**src/rtl/regseq_pkg.sv**
```systemverilog
// Shared types and helpers for the register port sequencer: FSM state encoding,
// byte-select constants and the register RAM address builder.
package regseq_pkg;

  localparam int REG_BANK_W = 4;
  localparam int REG_IDX_W  = 3;

  localparam logic HI_BYTE = 1'b0;
  localparam logic LO_BYTE = 1'b1;

  typedef enum logic [2:0] {
    ST_IDLE     = 3'd0,
    ST_ISSUE_LO = 3'd1,
    ST_CAP_HI   = 3'd2,
    ST_CAP_LO   = 3'd3,
    ST_CLEAR    = 3'd4
  } state_e;

  // Big-endian layout: the high byte of a word sits at the even address.
  function automatic logic [7:0] reg_addr(input logic [REG_BANK_W-1:0] bank,
                                          input logic [REG_IDX_W-1:0]  rg,
                                          input logic                  byte_sel);
    return {bank, rg, byte_sel};
  endfunction

endpackage

```
**src/rtl/register_port_sequencer.sv**
```systemverilog
// CPU-side initiator for the 256x8 register RAM: turns word/byte register requests into
// sequenced byte accesses. Optional post-reset clear sweep enabled by REGSEQ_CLEAR_EN.
//
// state       | meaning
// ------------+------------------------------------------------------------------
// ST_IDLE     | waiting for a request; first RAM access is driven on the accept edge
// ST_ISSUE_LO | word access: drive the low-byte address (and data for writes)
// ST_CAP_HI   | capture high byte of a word read; pass-through for byte reads
// ST_CAP_LO   | final cycle: capture low/byte read data, pulse rsp_valid
// ST_CLEAR    | post-reset sweep writing CLR_VAL to every address (macro only)
module register_port_sequencer
  import regseq_pkg::*;
#(
  parameter int BANK_W = REG_BANK_W
`ifdef REGSEQ_CLEAR_EN
  ,
  parameter logic [7:0] CLR_VAL = 8'h00
`endif
) (
  input  logic              clock,
  input  logic              reset_n,
  input  logic              req_valid,
  output logic              req_ready,
  input  logic              req_write,
  input  logic              req_word,
  input  logic              req_lo,
  input  logic [BANK_W-1:0] req_bank,
  input  logic [2:0]        req_reg,
  input  logic [15:0]       req_wdata,
  output logic              rsp_valid,
  output logic [15:0]       rsp_rdata,
  output logic              init_done,
  output logic              ram_write_en,
  output logic [7:0]        ram_address,
  output logic [7:0]        ram_data_in,
  input  logic [7:0]        ram_data_out
);

  state_e      state_q, state_d;
  logic        ready_q, ready_d;
  logic        rsp_valid_q, rsp_valid_d;
  logic [15:0] rsp_rdata_q, rsp_rdata_d;
  logic        ram_we_q, ram_we_d;
  logic [7:0]  ram_addr_q, ram_addr_d;
  logic [7:0]  ram_din_q, ram_din_d;
  logic        op_write_q, op_write_d;
  logic        op_word_q, op_word_d;
  logic [7:0]  wdata_lo_q, wdata_lo_d;
  logic [7:0]  data_hi_q, data_hi_d;
  logic        init_d;
  logic        accept;

`ifdef REGSEQ_CLEAR_EN
  logic [7:0]  clr_cnt_q, clr_cnt_d;
  logic        init_done_q, init_done_d;
  localparam state_e RESET_STATE = ST_CLEAR;
`else
  localparam state_e RESET_STATE = ST_IDLE;
`endif

  // ready is registered so it reads 0 right after reset until the first edge
  assign accept = req_valid & ready_q;

  // State register
  always_ff @(posedge clock or negedge reset_n) begin
    if (!reset_n) begin
      state_q <= RESET_STATE;
    end else begin
      state_q <= state_d;
    end
  end

  // Datapath and output registers
  always_ff @(posedge clock or negedge reset_n) begin
    if (!reset_n) begin
      ready_q     <= 1'b0;
      rsp_valid_q <= 1'b0;
      rsp_rdata_q <= 16'h0000;
      ram_we_q    <= 1'b0;
      ram_addr_q  <= 8'h00;
      ram_din_q   <= 8'h00;
      op_write_q  <= 1'b0;
      op_word_q   <= 1'b0;
      wdata_lo_q  <= 8'h00;
      data_hi_q   <= 8'h00;
`ifdef REGSEQ_CLEAR_EN
      clr_cnt_q   <= 8'h00;
      init_done_q <= 1'b0;
`endif
    end else begin
      ready_q     <= ready_d;
      rsp_valid_q <= rsp_valid_d;
      rsp_rdata_q <= rsp_rdata_d;
      ram_we_q    <= ram_we_d;
      ram_addr_q  <= ram_addr_d;
      ram_din_q   <= ram_din_d;
      op_write_q  <= op_write_d;
      op_word_q   <= op_word_d;
      wdata_lo_q  <= wdata_lo_d;
      data_hi_q   <= data_hi_d;
`ifdef REGSEQ_CLEAR_EN
      clr_cnt_q   <= clr_cnt_d;
      init_done_q <= init_done_d;
`endif
    end
  end

  // Next-state logic
  always_comb begin
    state_d = state_q;
    case (state_q)
      ST_IDLE: begin
        if (accept) begin
          if (req_word)       state_d = ST_ISSUE_LO;
          else if (req_write) state_d = ST_CAP_LO;
          else                state_d = ST_CAP_HI;
        end
      end
      ST_ISSUE_LO: state_d = op_write_q ? ST_CAP_LO : ST_CAP_HI;
      ST_CAP_HI:   state_d = ST_CAP_LO;
      ST_CAP_LO:   state_d = ST_IDLE;
`ifdef REGSEQ_CLEAR_EN
      ST_CLEAR: begin
        if (clr_cnt_q == 8'hFF) state_d = ST_IDLE;
      end
`endif
      default:     state_d = ST_IDLE;
    endcase
  end

  // Output / datapath logic
  always_comb begin
    ram_we_d    = 1'b0;
    ram_addr_d  = ram_addr_q;
    ram_din_d   = ram_din_q;
    rsp_valid_d = 1'b0;
    rsp_rdata_d = rsp_rdata_q;
    op_write_d  = op_write_q;
    op_word_d   = op_word_q;
    wdata_lo_d  = wdata_lo_q;
    data_hi_d   = data_hi_q;
`ifdef REGSEQ_CLEAR_EN
    clr_cnt_d   = clr_cnt_q;
    init_done_d = init_done_q;
`endif
    case (state_q)
      ST_IDLE: begin
        if (accept) begin
          ram_addr_d = reg_addr(req_bank, req_reg, req_word ? HI_BYTE : req_lo);
          ram_we_d   = req_write;
          ram_din_d  = req_word ? req_wdata[15:8] : req_wdata[7:0];
          op_write_d = req_write;
          op_word_d  = req_word;
          wdata_lo_d = req_wdata[7:0];
        end
      end
      ST_ISSUE_LO: begin
        ram_addr_d = {ram_addr_q[7:1], LO_BYTE};
        ram_we_d   = op_write_q;
        ram_din_d  = wdata_lo_q;
      end
      // A byte read passes through here while the RAM output is still stale.
      ST_CAP_HI: begin
        if (op_word_q) data_hi_d = ram_data_out;
      end
      ST_CAP_LO: begin
        rsp_valid_d = 1'b1;
        if (!op_write_q) begin
          rsp_rdata_d = op_word_q ? {data_hi_q, ram_data_out} : {8'h00, ram_data_out};
        end
      end
`ifdef REGSEQ_CLEAR_EN
      ST_CLEAR: begin
        ram_we_d   = 1'b1;
        ram_addr_d = clr_cnt_q;
        ram_din_d  = CLR_VAL;
        if (clr_cnt_q != 8'hFF) clr_cnt_d = clr_cnt_q + 8'd1;
        else                    init_done_d = 1'b1;
      end
`endif
      default: ;
    endcase
  end

`ifdef REGSEQ_CLEAR_EN
  assign init_d    = init_done_d;
  assign init_done = init_done_q;
`else
  assign init_d    = 1'b1;
  assign init_done = 1'b1;
`endif

  assign ready_d      = (state_d == ST_IDLE) & init_d;
  assign req_ready    = ready_q;
  assign rsp_valid    = rsp_valid_q;
  assign rsp_rdata    = rsp_rdata_q;
  assign ram_write_en = ram_we_q;
  assign ram_address  = ram_addr_q;
  assign ram_data_in  = ram_din_q;

endmodule

```
**config.mk**
```make
export PLATFORM = sky130hd
export DESIGN_NAME = register_port_sequencer
export DESIGN_NICKNAME = d
export VERILOG_FILES = /design/src/rtl/regseq_pkg.sv /design/src/rtl/register_port_sequencer.sv
export SDC_FILE = /design/constraint.sdc
export NUM_CORES = 1
export LEC_CHECK = 0
export CAP_MARGIN = 20
export CORE_MARGIN = 2
export CORE_UTILIZATION = 30
export CTS_CLUSTER_SIZE = 25
export DETAILED_ROUTE_END_ITERATION = 8
export HOLD_SLACK_MARGIN = 0.12
export SYNTH_ARGS = -nofsm -noshare
export SYNTH_HDL_FRONTEND = slang
export SYNTH_SLANG_ARGS = --single-unit
```
**constraint.sdc**
```tcl
create_clock -name clock -period 5.79 [get_ports clock]
set_clock_uncertainty 0.15 [all_clocks]
set_input_delay 1.4475 -clock clock [delete_from_list [all_inputs] [get_ports clock]]
set_output_delay 1.4475 -clock clock [all_outputs]
set_load 0.005 [all_outputs]
```
==> results of run 1 <==
## layer usage
| layer | vias to the layer above | global-route usage |
|---|---|---|
| met1 | 833 | 0.1663 |
| met3 | 5 | 0.02981 |
| li1 | 840 | - |
| met5 | - | 0 |
| met4 | 0 | 0.03309 |
| met2 | 50 | 0.1906 |
## cells in the mapped netlist (3+ instances only)
cell and n:
dfrtp_1 56, o21ai_0 32, nand2_1 25, mux2_2 23, clkbuf_1 10, mux2i_1 8
nand3_1 8, o211ai_1 8, nor2_1 5, a21oi_1 3, buf_6 3, mux2_4 3
## per-stage QoR
stage / util / worst slack [ns] / total power (µW) / area, µm² / hold slack (ns)
floorplan: - / 3.074 / 880.5 / 2391 / 0.3233
global placement: 0.4058 / 2.110 / 1157 / 3136 / 0.3118
detailed placement: 0.4058 / 2.053 / 1172 / 3136 / 0.3230
CTS: 0.4202 / 2.392 / 1430 / 3247 / 0.3479
global route: 0.4221 / 2.229 / 1516 / 3262 / 0.3790
finish: 0.4221 / 2.409 / 1407 / 3262 / 0.3382
## registers in the layout, indices dropped and copies added, names as in the netlist
register      flops
rsp_rdata        16
op_word_q         1
op_write_q        1
wdata_lo_q        8
data_hi_q         8
ram_write_en      1
ram_address       8
rsp_valid         1
req_ready         1
ram_data_in       8
state_q           3
## cell families (layout without fill, tap and decap cells)
kind of cell,after synthesis,in the layout,share of synthesized area
DFF,56,56,0.5861
AOI/OAI and AO/OA,47,47,0.1156
and+or+nand+nor,46,46,0.09106
muxes,34,34,0.1606
buffers and inverters,20,83,0.04344
other,2,2,0.003141
## area by class of cell
cell class,count,area [µm²],area share
Timing Repair Buffer,73,728.2,0.2232
Sequential cell,56,1401,0.4296
Multi-Input combinational cell,129,885.9,0.2716
Clock inverter,3,42.54,0.01304
Inverter,2,7.507,0.002301
Clock buffer,5,68.82,0.02110
Tap cell,102,127.6,0.03913
## power by group through the flow
stage	clock network [µW]	logic (µW)	registers [µW]
after floorplan	0	232	649
after global placement	0	477	681
after detailed placement	0	489	683
after CTS	265	490	676
after global routing	281	533	702
final	254	481	673
## final timing paths
kind                               startpoint       endpoint  slack (ns)
worst min-delay path            rsp_rdata[13]  rsp_rdata[13]        0.34
max in group asynchronous             reset_n   data_hi_q[2]        3.91
worst max-delay path                req_valid      op_word_q        2.41
worst min register to register  rsp_rdata[13]  rsp_rdata[13]        0.34
min in group asynchronous             reset_n   rsp_rdata[1]        1.12
worst max register to register     state_q[1]      op_word_q        3.42
## worst max-delay path, delay by kind of cell
| kind | cells | cell delay, ns |
|---|---|---|
| and+or+nand+nor | 2 | 1.11 |
| buffers and inverters | 1 | 0.45 |
| muxes | 1 | 0.42 |
==> reports/results.ini, run 1 <==
[sta]
slew_headroom = 0.3568
worst_slew_pin_slew_ns = 0.9648
setup_viol_count_final = 0
fin_crit_sh = 0.5839
tns_ns = 0
hold_violations = 0
layout_min_cycle_time_ns = 3.381
rsz0062_at_grt = no
slew_violations = 0
fmax_ghz = 0.2958

[grt]
gr-usage-all-layers = 0.1210
grt_pass1_wl_um = 8397
grt_pass1_vias = 1750
grt_max_degree = 57
antenna_found_initial = 0
grt-ovfl-total = 0

[placed_design]
dpl.cell_count = 361
hpwl_um = 3430
port_buffers = 71
gp_congestion = 0.7224

[yosys]
synthCells = 205
synth_area_per_cell_um2 = 11.66
yosys-top-cells-area = dfrtp_1 (59%), mux2_2 (11%), o21ai_0 (6.7%), nand2_1 (3.9%), mux2i_1 (3.3%)
synth_nets = 242
yosys_warnings = 0
synthArstFlopShare = 1.000
ys_ff_latch = 56
synth-main-ff-cell = dfrtp_1
yosysSeqAreaShare = 0.5861
netlist_area_um2 = 2391
synth_top_cell_area_share = 0.5861
synth_top_cell_by_area = dfrtp_1
synth_cell_type_count = 27
synth_edf_count = 0

[critical_path]
crit_slowest_cell = or2_1
rr_worst_depth = 3
crit_arrival_ns = 3.43
critPathKind = in2reg
slowest_delay_ns = 0.80
end_kind = flip-flop
crit_required_ns = 5.84
worstPathCellList = clkdlybuf4s50_1, nand4bb_1, or2_1, mux2_2
worstPathMaxFanout = 26
start_kind = input pin

[clock_network]
clk_latency_ns = 0.30
path_clk_slew_ns = 0.10
cts_tree = done
cts-root-buf = clkbuf_8
numCtsBuffers = 5
hold_buffers = 0
htreeDepth = 2
cts_buffer_depth = 2
cts_setup_buffers = 0
ctsResizeCount = 0
cts_sinks = 56

[die]
num_io_pins = 73
die_h_um = 93.28
core_area_um2 = 7727
start_util = 0.3094
dieArea_um2 = 8700
die_w_um = 93.28
row_count = 32

[route]
vias = 1728
wl_per_cell_um = 13.58
drc = 0
routed_wirelength_um = 5024
drt-pass1-iter-count = 4
viasPerCell = 4.670
met3_length_um = 244
met2_length_um = 2314
drt_iter0_drc = 54
top_layer_used = met4
ant_nets = 0
wl_met1_um = 2421

[power_and_ir_drop]
p_leak_uw = 0.001372
peakVddDrop_mv = 0.1484
swShare = 0.2807
power.switching_uw = 395.0
p_comb_frac = 0.342
power.internal_uw = 1012
powerDensity_nw_per_um2 = 431.5
power_frac_seq = 0.478
clock_power_share = 0.180

[layout]
area.growth.synth_to_final_pct = 36.42
final_common_cell = clkdlybuf4s50_1
drive_gt1_frac = 0.1493
layoutNonFillerInstCount = 370
fillCellCount = 767
final_cell_mix = clkdlybuf4s50_1 (70), dfrtp_1 (56), o21ai_0 (32), nand2_1 (25), mux2_2 (23)
antenna_cells = 0
nets = 304

[outcome]
status = finished, final reports clean

[worst_hold_path]
hold_depth = 2
min_path_type = reg2reg

[run]
drv_cap = 0

No activity file was read; power rests on OpenSTA's default activity.
==> run 2: changes to the inputs <==
clock period = 3.45 ns   (was 5.79 ns; I/O delays follow)
==> run 2 against run 1 <==
Core utilization fell by 0.24 points; count of clock-buffer cells in the layout increased by 1; final cell count increased by 0.54%; wire length up 3.6%; sequential power grew 65%; worst hold slack got worse by 0.0059 ns; critical path depth did not move; clock power is 33% higher; power rose by 63%; register-to-register slack got worse by 2.2 ns; flip-flop and latch count is the same; die area unchanged; largest cell class unchanged; largest power group unchanged; highest routed layer unchanged.
==> reports/results.ini, run 2 (synthesis results as in run 1) <==
[critical_path]
worstPathMaxFanout = 26  ; unchanged
rr_worst_depth = 3  ; unchanged
ff2ff_setup_slack_ns = 1.26  ; -2.16 ns
crit_required_ns = 3.50  ; -2.34 ns
end_kind = flip-flop
r2r_start = state_q[1]
crit_arrival_ns = 2.65  ; -0.78 ns
r2r_end = wdata_lo_q[1]
start_kind = input pin
critPathKind = in2reg

[sta]
hold_violations = 0  ; unchanged
setup_viol_count_final = 0  ; unchanged
slew_headroom = 0.3310  ; -0.02579
layout_setup_ws_ns = 0.8454  ; -1.564 ns
hold_slack_ns = 0.3323  ; -0.005912 ns
worst_slew_pin_slew_ns = 1.004  ; +0.03868 ns
fin_crit_sh = 0.7550
layout_min_cycle_time_ns = 2.605
rsz0062_at_grt = no
tns_ns = 0  ; unchanged
fmax_ghz = 0.3839
slew_violations = 0  ; unchanged

[power_and_ir_drop]
swShare = 0.2888  ; +0.008176
p_comb_frac = 0.367  ; +0.025
p_leak_uw = 0.001369  ; -0.16%
power_frac_seq = 0.486  ; +0.008
power.internal_uw = 1629  ; +61%
powerDensity_nw_per_um2 = 706.4  ; +64%
peakVddDrop_mv = 0.2322  ; +56%
power.switching_uw = 661.7  ; +68%
clock_power_share = 0.147  ; -0.033

[worst_hold_path]
hold_depth = 2  ; unchanged
whs_endpoint = rsp_rdata[13]
hp-start = rsp_rdata[13]
min_path_type = reg2reg

[clock_network]
cts-root-buf = clkbuf_8
cts_sinks = 56  ; unchanged
clk_latency_ns = 0.30  ; about the same
path_clk_slew_ns = 0.09  ; about the same
ctsResizeCount = 0  ; unchanged
hold_buffers = 0  ; unchanged
cts_buffer_depth = 2  ; unchanged
cts_tree = done
cts_setup_buffers = 0  ; unchanged
numCtsBuffers = 5  ; unchanged
htreeDepth = 2  ; unchanged

[run]
drv_cap = 0  ; unchanged

[placed_design]
port_buffers = 71  ; unchanged
gp_congestion = 0.6884  ; -4.7%
hpwl_um = 3595  ; +4.8%
pre_cts_ws_ns = 0.5285  ; -1.525 ns
dpl.cell_count = 365  ; +1.1%

[grt]
antenna_found_initial = 0  ; unchanged
grt_pass1_vias = 1736  ; -0.80%
grt_pass1_wl_um = 8694  ; +3.5%
grt_max_degree = 43  ; -25%
gr-usage-all-layers = 0.1278  ; +0.006777
grt-ovfl-total = 0  ; unchanged

[route]
viasPerCell = 4.707  ; +0.79%
routed_wirelength_um = 5203  ; +3.6%
drt-pass1-iter-count = 4  ; unchanged
wl_per_cell_um = 13.99  ; +3.0%
drc = 0  ; unchanged
ant_nets = 0  ; unchanged
vias = 1751  ; +1.3%
drt_iter0_drc = 38  ; -30%

[layout]
layoutNonFillerInstCount = 372  ; +0.54%
final_common_cell = clkdlybuf4s50_1
largest_reg_flops = 16  ; unchanged
area.growth.synth_to_final_pct = 35.64
drive_gt1_frac = 0.1519  ; +0.002598
nets = 307  ; +0.99%
final_cell_mix = clkdlybuf4s50_1 (70), dfrtp_1 (56), o21ai_0 (32), nand2_1 (25), mux2_2 (23)
fillCellCount = 757  ; -1.3%
antenna_cells = 0  ; unchanged

[die]
core_area_um2 = 7727  ; unchanged
num_io_pins = 73  ; unchanged
row_count = 32  ; unchanged
die_h_um = 93.28  ; unchanged
dieArea_um2 = 8700  ; unchanged
die_w_um = 93.28  ; unchanged
start_util = 0.3094  ; unchanged

[outcome]
status = finished, final reports clean

[run 2: cell count changes in the layout (fill, tap and decap cells not counted), sizes merged]
| cell | change |
|---|---|
| clkbuf | +1 |
| clkinvlp | -1 |
| buf | +3 |
| bufinv | -1 |
[run 2: layout make-up]
class / count / area, µm² / area share
clock buffers: 6 / 72.57 / 0.02238
clock inverters: 1 / 5.005 / 0.001543
inverters: 2 / 7.507 / 0.002315
multi-input cells: 129 / 885.9 / 0.2731
flip-flops and latches: 56 / 1401 / 0.4321
well taps: 102 / 127.6 / 0.03935
repair buffers: 76 / 743.2 / 0.2292
[run 2: power groups by stage]
stage          sequential, µW  combinational [µW]  clock (µW)
2_1_floorplan            1090                 389           0
6_report                 1110                 841         338
3_5_place_dp             1130                 856           0
5_1_grt                  1160                 934         381
3_3_place_gp             1120                 831           0
4_1_cts                  1120                 856         352
[run 2: worst max path at each step]
stage / from / slack (ns) / to
floorplan: req_valid / 1.32 / wdata_lo_q[4]
finish: req_valid / 0.85 / wdata_lo_q[1]
global placement: req_valid / 0.58 / op_word_q
CTS: req_valid / 0.86 / op_word_q
detailed placement: req_valid / 0.53 / op_word_q
global route: req_valid / 0.73 / wdata_lo_q[7]
[run 2: metal layers]
metal	track usage	share of wire	vias to the layer above	wire length, µm
met2	0.1978	0.45	66	2357
met4	0.03309	0.012	0	64
met3	0.02981	0.056	5	291
met5	0	0	-	0
met1	0.1806	0.48	835	2490
li1	-	-	845	-
[run 2: worst max-delay path: stages]
cell and delay (ns):
clkdlybuf4s50_1 0.45, nand4bb_1 0.14, or2_1 0.79, mux2_2 0.42
[run 2: stage by stage]
| step | utilization | total power (µW) | cell area [µm²] |
|---|---|---|---|
| 5_1_grt | 0.4197 | 2474 | 3243 |
| 2_1_floorplan | - | 1478 | 2391 |
| 3_3_place_gp | 0.4097 | 1953 | 3166 |
| 4_1_cts | 0.4197 | 2326 | 3243 |
| 6_report | 0.4197 | 2291 | 3243 |
| 3_5_place_dp | 0.4097 | 1983 | 3166 |
